### src/rtl/sar_search_pkg.sv
// Shared types and defaults for the successive-approximation search controller.
// The optional cmp_ack timeout is enabled with the SAR_TIMEOUT_EN macro.
package sar_search_pkg;

   typedef enum logic [1:0] {
      SAR_IDLE = 2'd0,
      SAR_TRY  = 2'd1,
      SAR_DONE = 2'd2
   } sar_state_e;

   localparam int SAR_N_DEF       = 8;
   localparam int SAR_TIMEOUT_DEF = 16;

   // Mask with only bit (width-1) set; converts between offset-binary and two's complement.
   function automatic logic [63:0] sar_msb_mask(input int unsigned width);
      sar_msb_mask = 64'd1 << (width - 32'd1);
   endfunction

endpackage

### src/rtl/sar_search.sv
// Successive-approximation controller driving a signed less-than comparator.
// Define SAR_TIMEOUT_EN to build the per-step cmp_ack timeout and the error flag.
module sar_search
   import sar_search_pkg::*;
#(
   parameter int N       = SAR_N_DEF,
   parameter int TIMEOUT = SAR_TIMEOUT_DEF
) (
   input  logic         clk,
   input  logic         rst,
   input  logic         start,
   output logic         busy,
   output logic         cmp_req,
   output logic [N-1:0] guess,
   input  logic         cmp_ack,
   input  logic         cmp_lt,
   output logic         done,
   output logic [N-1:0] result,
   output logic         error
);

   localparam int             IDX_W    = $clog2(N);
   localparam logic [N-1:0]   MSB_MASK = N'(sar_msb_mask(N));
   localparam logic [IDX_W-1:0] IDX_TOP = IDX_W'(N - 1);

   sar_state_e       state_q, state_d;
   logic [N-1:0]     u_q, u_d;
   logic [IDX_W-1:0] idx_q, idx_d;
   logic [IDX_W-1:0] idx_dec_s;
   logic [N-1:0]     guess_q, guess_d;
   logic [N-1:0]     result_q, result_d;
   logic             busy_q, busy_d;
   logic             cmp_req_q, cmp_req_d;
   logic             done_q, done_d;

`ifdef SAR_TIMEOUT_EN
   localparam int CNT_W = $clog2(TIMEOUT + 1);
   logic [CNT_W-1:0] cnt_q, cnt_d;
   logic             error_q, error_d;
`endif

   assign idx_dec_s = idx_q - IDX_W'(1);

   // Next-state, trial-value and output computation.
   always_comb begin
      state_d  = state_q;
      u_d      = u_q;
      idx_d    = idx_q;
      result_d = result_q;
`ifdef SAR_TIMEOUT_EN
      cnt_d    = cnt_q;
      error_d  = error_q;
`endif
      case (state_q)
         SAR_IDLE: begin
            if (start) begin
               state_d = SAR_TRY;
               u_d     = MSB_MASK;
               idx_d   = IDX_TOP;
`ifdef SAR_TIMEOUT_EN
               cnt_d   = {CNT_W{1'b0}};
               error_d = 1'b0;
`endif
            end else begin
               state_d = SAR_IDLE;
            end
         end
         SAR_TRY: begin
            if (cmp_ack) begin
`ifdef SAR_TIMEOUT_EN
               cnt_d = {CNT_W{1'b0}};
`endif
               if (cmp_lt) begin
                  u_d[idx_q] = 1'b0;
               end else begin
                  u_d[idx_q] = u_q[idx_q];
               end
               if (idx_q != {IDX_W{1'b0}}) begin
                  u_d[idx_dec_s] = 1'b1;
                  idx_d          = idx_dec_s;
               end else begin
                  state_d  = SAR_DONE;
                  result_d = u_d ^ MSB_MASK;
               end
            end else begin
`ifdef SAR_TIMEOUT_EN
               // A comparator that never answers aborts the conversion with result 0.
               if (cnt_q == CNT_W'(TIMEOUT - 1)) begin
                  state_d  = SAR_DONE;
                  error_d  = 1'b1;
                  result_d = {N{1'b0}};
                  cnt_d    = {CNT_W{1'b0}};
               end else begin
                  cnt_d = cnt_q + CNT_W'(1);
               end
`else
               state_d = SAR_TRY;
`endif
            end
         end
         SAR_DONE: begin
            state_d = SAR_IDLE;
         end
         default: begin
            state_d = SAR_IDLE;
         end
      endcase

      busy_d    = (state_d == SAR_TRY);
      cmp_req_d = (state_d == SAR_TRY);
      done_d    = (state_d == SAR_DONE);
      if (state_d == SAR_TRY) begin
         guess_d = u_d ^ MSB_MASK;
      end else begin
         guess_d = guess_q;
      end
   end

   // State and registered outputs.
   always_ff @(posedge clk) begin
      if (rst) begin
         state_q   <= SAR_IDLE;
         u_q       <= {N{1'b0}};
         idx_q     <= IDX_TOP;
         guess_q   <= {N{1'b0}};
         result_q  <= {N{1'b0}};
         busy_q    <= 1'b0;
         cmp_req_q <= 1'b0;
         done_q    <= 1'b0;
`ifdef SAR_TIMEOUT_EN
         cnt_q     <= {CNT_W{1'b0}};
         error_q   <= 1'b0;
`endif
      end else begin
         state_q   <= state_d;
         u_q       <= u_d;
         idx_q     <= idx_d;
         guess_q   <= guess_d;
         result_q  <= result_d;
         busy_q    <= busy_d;
         cmp_req_q <= cmp_req_d;
         done_q    <= done_d;
`ifdef SAR_TIMEOUT_EN
         cnt_q     <= cnt_d;
         error_q   <= error_d;
`endif
      end
   end

   assign busy    = busy_q;
   assign cmp_req = cmp_req_q;
   assign guess   = guess_q;
   assign done    = done_q;
   assign result  = result_q;

`ifdef SAR_TIMEOUT_EN
   assign error = error_q;
`else
   // TIMEOUT only matters when the abort counter is built.
   logic unused_timeout_s;
   assign unused_timeout_s = ^TIMEOUT;
   assign error = 1'b0;
`endif

endmodule

### config.mk
export PLATFORM = sky130hd
export DESIGN_NAME = sar_search
export DESIGN_NICKNAME = d
export VERILOG_FILES = /design/src/rtl/sar_search_pkg.sv /design/src/rtl/sar_search.sv
export SDC_FILE = /design/constraint.sdc
export NUM_CORES = 1
export LEC_CHECK = 0
export CAP_MARGIN = 20
export CORE_MARGIN = 8
export CORE_UTILIZATION = 43
export DETAILED_ROUTE_END_ITERATION = 7
export GPL_ROUTABILITY_DRIVEN = 0
export MAX_ROUTING_LAYER = met4
export PLACE_DENSITY = 0.74
export SLEW_MARGIN = 40
export SYNTH_ARGS = -nofsm -noshare
export SYNTH_HDL_FRONTEND = slang
export SYNTH_SLANG_ARGS = --single-unit
### constraint.sdc
create_clock -name clk -period 2.9 [get_ports clk]
set_input_delay 0.58 -clock clk [delete_from_list [all_inputs] [get_ports clk]]
set_output_delay 0.58 -clock clk [all_outputs]
set_load 0.005 [all_outputs]
==> flow_summary.yaml <==
outcome:
  status: "finished, final reports clean"
cts:
  cts-root-buf: "clkbuf_8"
  cts_max_level: 2
  clock-sinks: 31
  cts_tree: "built"
  cts_buffers: 5
  cts_buffer_depth: 2
  cts.reportedPaths.clkPinSlew_ns: 0.07
  cts-hold-fix-buffers: 0
  postCtsSetupBuffers: 0
  clk_latency_ns: 0.28
  post_cts_resized: 0
sta:
  hold_viol: 0
  setup_viol: 0
  period_minus_slack_ns: 2.356
  min_period_over_period: 0.8125
  tightest_slew_ns: 0.6134
  skew_ns: 0.004376
  finalMaxSlewViolations: 0
  max_freq_mhz: 424.4
  finalSetupTns_ns: 0
  rsz0062_at_grt: "no"
  relSlewSlack: 0.5898
place:
  dp_hpwl_mm: 3.004
  port_buffers: 23
logic_synthesis:
  syn_avg_cell_area_um2: 8.726
  yosys.area.top_type_share: 0.3704
  synth.most_common_cell: "dfxtp_1"
  ys_types: 52
  netlist_instances: 192
  yosys-top-cells-count: "dfxtp_1 (31), nor2_1 (25), a21oi_1 (14), a311oi_1 (11), nand2_1 (10)"
  synth_top_cell_by_area: "dfxtp_1"
  netlist_top_cells_area: "dfxtp_1 (37%), a311oi_1 (5.8%), nor2_1 (5.6%)"
  async_reset_ff_frac: 0
  yosysWarnings: 0
  synth_area_mm2: 0.001675
  synth_ff_type: "dfxtp_1"
  syn_nets: 199
  synth-edff-count: 0
  ys_seq_elements: 31
  ys_seq_area_frac: 0.3704
worst_hold_path:
  hold_path_startpoint: "result[4]$_SDFFE_PP0P_"
  holdPathStages: 2
  hold-path-endpoint: "result[4]$_SDFFE_PP0P_"
  hp-class: "reg2reg"
floorplanning:
  ios: 25
  die_w_um: 78.42
  initial_core_util: 0.4508
  rows: 22
  core_area_mm2: 0.003716
  dieArea_mm2: 0.006150
  fp.dieH_um: 78.42
flow_run:
  cap_violations: 0
global_routing:
  grt_pass1_wl_mm: 7.162
  grt_usage: 0.1456
  grt_max_degree: 21
  antenna_found_initial: 0
  gr-total-overflow: 0
  grt_pass1_vias: 1535
final_layout:
  fin_util: 0.5468
  nets: 218
  drive_gt1_frac: 0.1179
  syn_to_final_growth_pct: 21.28
  num_antenna_cells: 0
worst_setup_path:
  cpPeakStageDelay_ns: 0.62
  reg2reg_from: "idx_q[1]$_SDFFE_PP1P_"
  slowest_stage: "dfxtp_1"
  worstPathMaxFanout: 14
  cp_data_required_time_ns: 3.08
  rr_endpoint: "guess[7]$_SDFFE_PP0P_"
  end_kind: "flop"
  worstSetupStartpointType: "flop"
  crit_chain: "inv_1 > ha_1 > or3b_1 > a2111oi_1 > o22ai_1 > a31o_1"
  reg2reg_depth: 6
  critPathArrivalTime_ns: 2.54
  criticalPathCategory: "reg2reg"
  reg2reg_slack_ns: 0.54
route:
  vias_per_cell: 5.854
  ant_nets: 0
  routed_wl_mm: 4.188
  drtPass1Iterations: 4
  drc: 0
  first_iter_violations: 154
  dr_total_vias: 1522
  wire_per_inst_um: 16.11
power:
  p_per_area_mw_per_mm2: 496.5
  power.total_w: 0.001009
  leakage_nw: 0.7283
  peakVddDrop_uv: 276.0
## through the flow
stage | instance area (µm²) | hold WS [ns] | instances | setup WS [ns]
final | 2032 | 0.4572 | 260 | 0.5437
after global routing | 2032 | 0.5001 | 260 | 0.3679
after CTS | 2032 | 0.4620 | 260 | 0.5484
after detailed placement | 1914 | 0.4437 | 252 | 0.5580
after global placement | 1914 | 0.4462 | 252 | 0.6012
after floorplan | 1675 | 0.4483 | 192 | 0.8087
## layer usage
layer / GRT usage / vias to the layer above / share of wire
li1: - / 754 / -
met1: 0.1746 / 699 / 0.44
met2: 0.2254 / 63 / 0.46
met3: 0.04556 / 6 / 0.082
met4: 0.05000 / 0 / 0.013
met5: - / - / 0
## cells by family (layout without fill, tap and decap cells)
family,count (synthesis),in the layout,share of synthesized area
AOI/OAI and AO/OA,54,54,0.2479
buffers and inverters,21,41,0.06423
DFF,31,31,0.3704
muxes,5,5,0.04256
and+or+nand+nor,78,78,0.2577
other,1,1,0.002238
adders and majority gates,2,2,0.01493
## worst max-delay path: cells and delay by family, from the launching register on
kind | cells | cell delay (ns)
adders and majority gates | 1 | 0.24
DFF | 1 | 0.62
AOI/OAI and AO/OA | 3 | 0.86
and+or+nand+nor | 1 | 0.37
buffers and inverters | 1 | 0.16
## report_power, final
group	switching, W	total, W	internal [W]
Clock	0.000164	0.000441	0.000278
Sequential	0.0000110	0.000450	0.000439
Combinational	0.0000652	0.000117	0.0000519
Total	0.000240	0.00101	0.000769
## how the worst max path moves through the flow
stage / from / to / slack [ns] / depth (start not counted)
2_1_floorplan: idx_q[1]$_SDFFE_PP1P_ / guess[7]$_SDFFE_PP0P_ / 0.81 / 7
5_1_grt: idx_q[1]$_SDFFE_PP1P_ / guess[7]$_SDFFE_PP0P_ / 0.37 / 6
6_report: idx_q[1]$_SDFFE_PP1P_ / guess[7]$_SDFFE_PP0P_ / 0.54 / 6
3_5_place_dp: idx_q[1]$_SDFFE_PP1P_ / guess[7]$_SDFFE_PP0P_ / 0.56 / 6
3_3_place_gp: idx_q[1]$_SDFFE_PP1P_ / guess[7]$_SDFFE_PP0P_ / 0.60 / 6
4_1_cts: idx_q[1]$_SDFFE_PP1P_ / guess[7]$_SDFFE_PP0P_ / 0.55 / 6
## cell usage in the layout, fill, tap and decap left out, types with 3 or more instances in the layout
cell and instances:
a21oi_1 14, a22oi_1 3, a311oi_1 11, a32oi_1 3, buf_4 5, clkbuf_8 6
clkdlybuf4s50_1 23, dfxtp_1 31, inv_1 5, mux2_1 3, nand2_1 10, nand2b_1 8
nand3_1 4, nand3b_1 7, nor2_1 25, nor2b_1 3, o2111ai_2 3, o21ai_0 3
o21bai_1 3
## sequential cells by signal (all words and copies together), names as in the netlist, named ones only
name     flops
idx_q        3
done         1
guess        8
result       8
u_q          7
cmp_req      1
state_q      2
## layout make-up
class	instances	area, µm²
Clock buffer	6	82.58
Tap cell	48	60.06
Multi-Input combinational cell	140	947.2
Sequential cell	31	620.6
Fill cell	345	1684
Timing Repair Buffer	28	267.8
Inverter	5	18.77
Clock inverter	2	35.03
No activity file was read; power rests on OpenSTA's default activity.
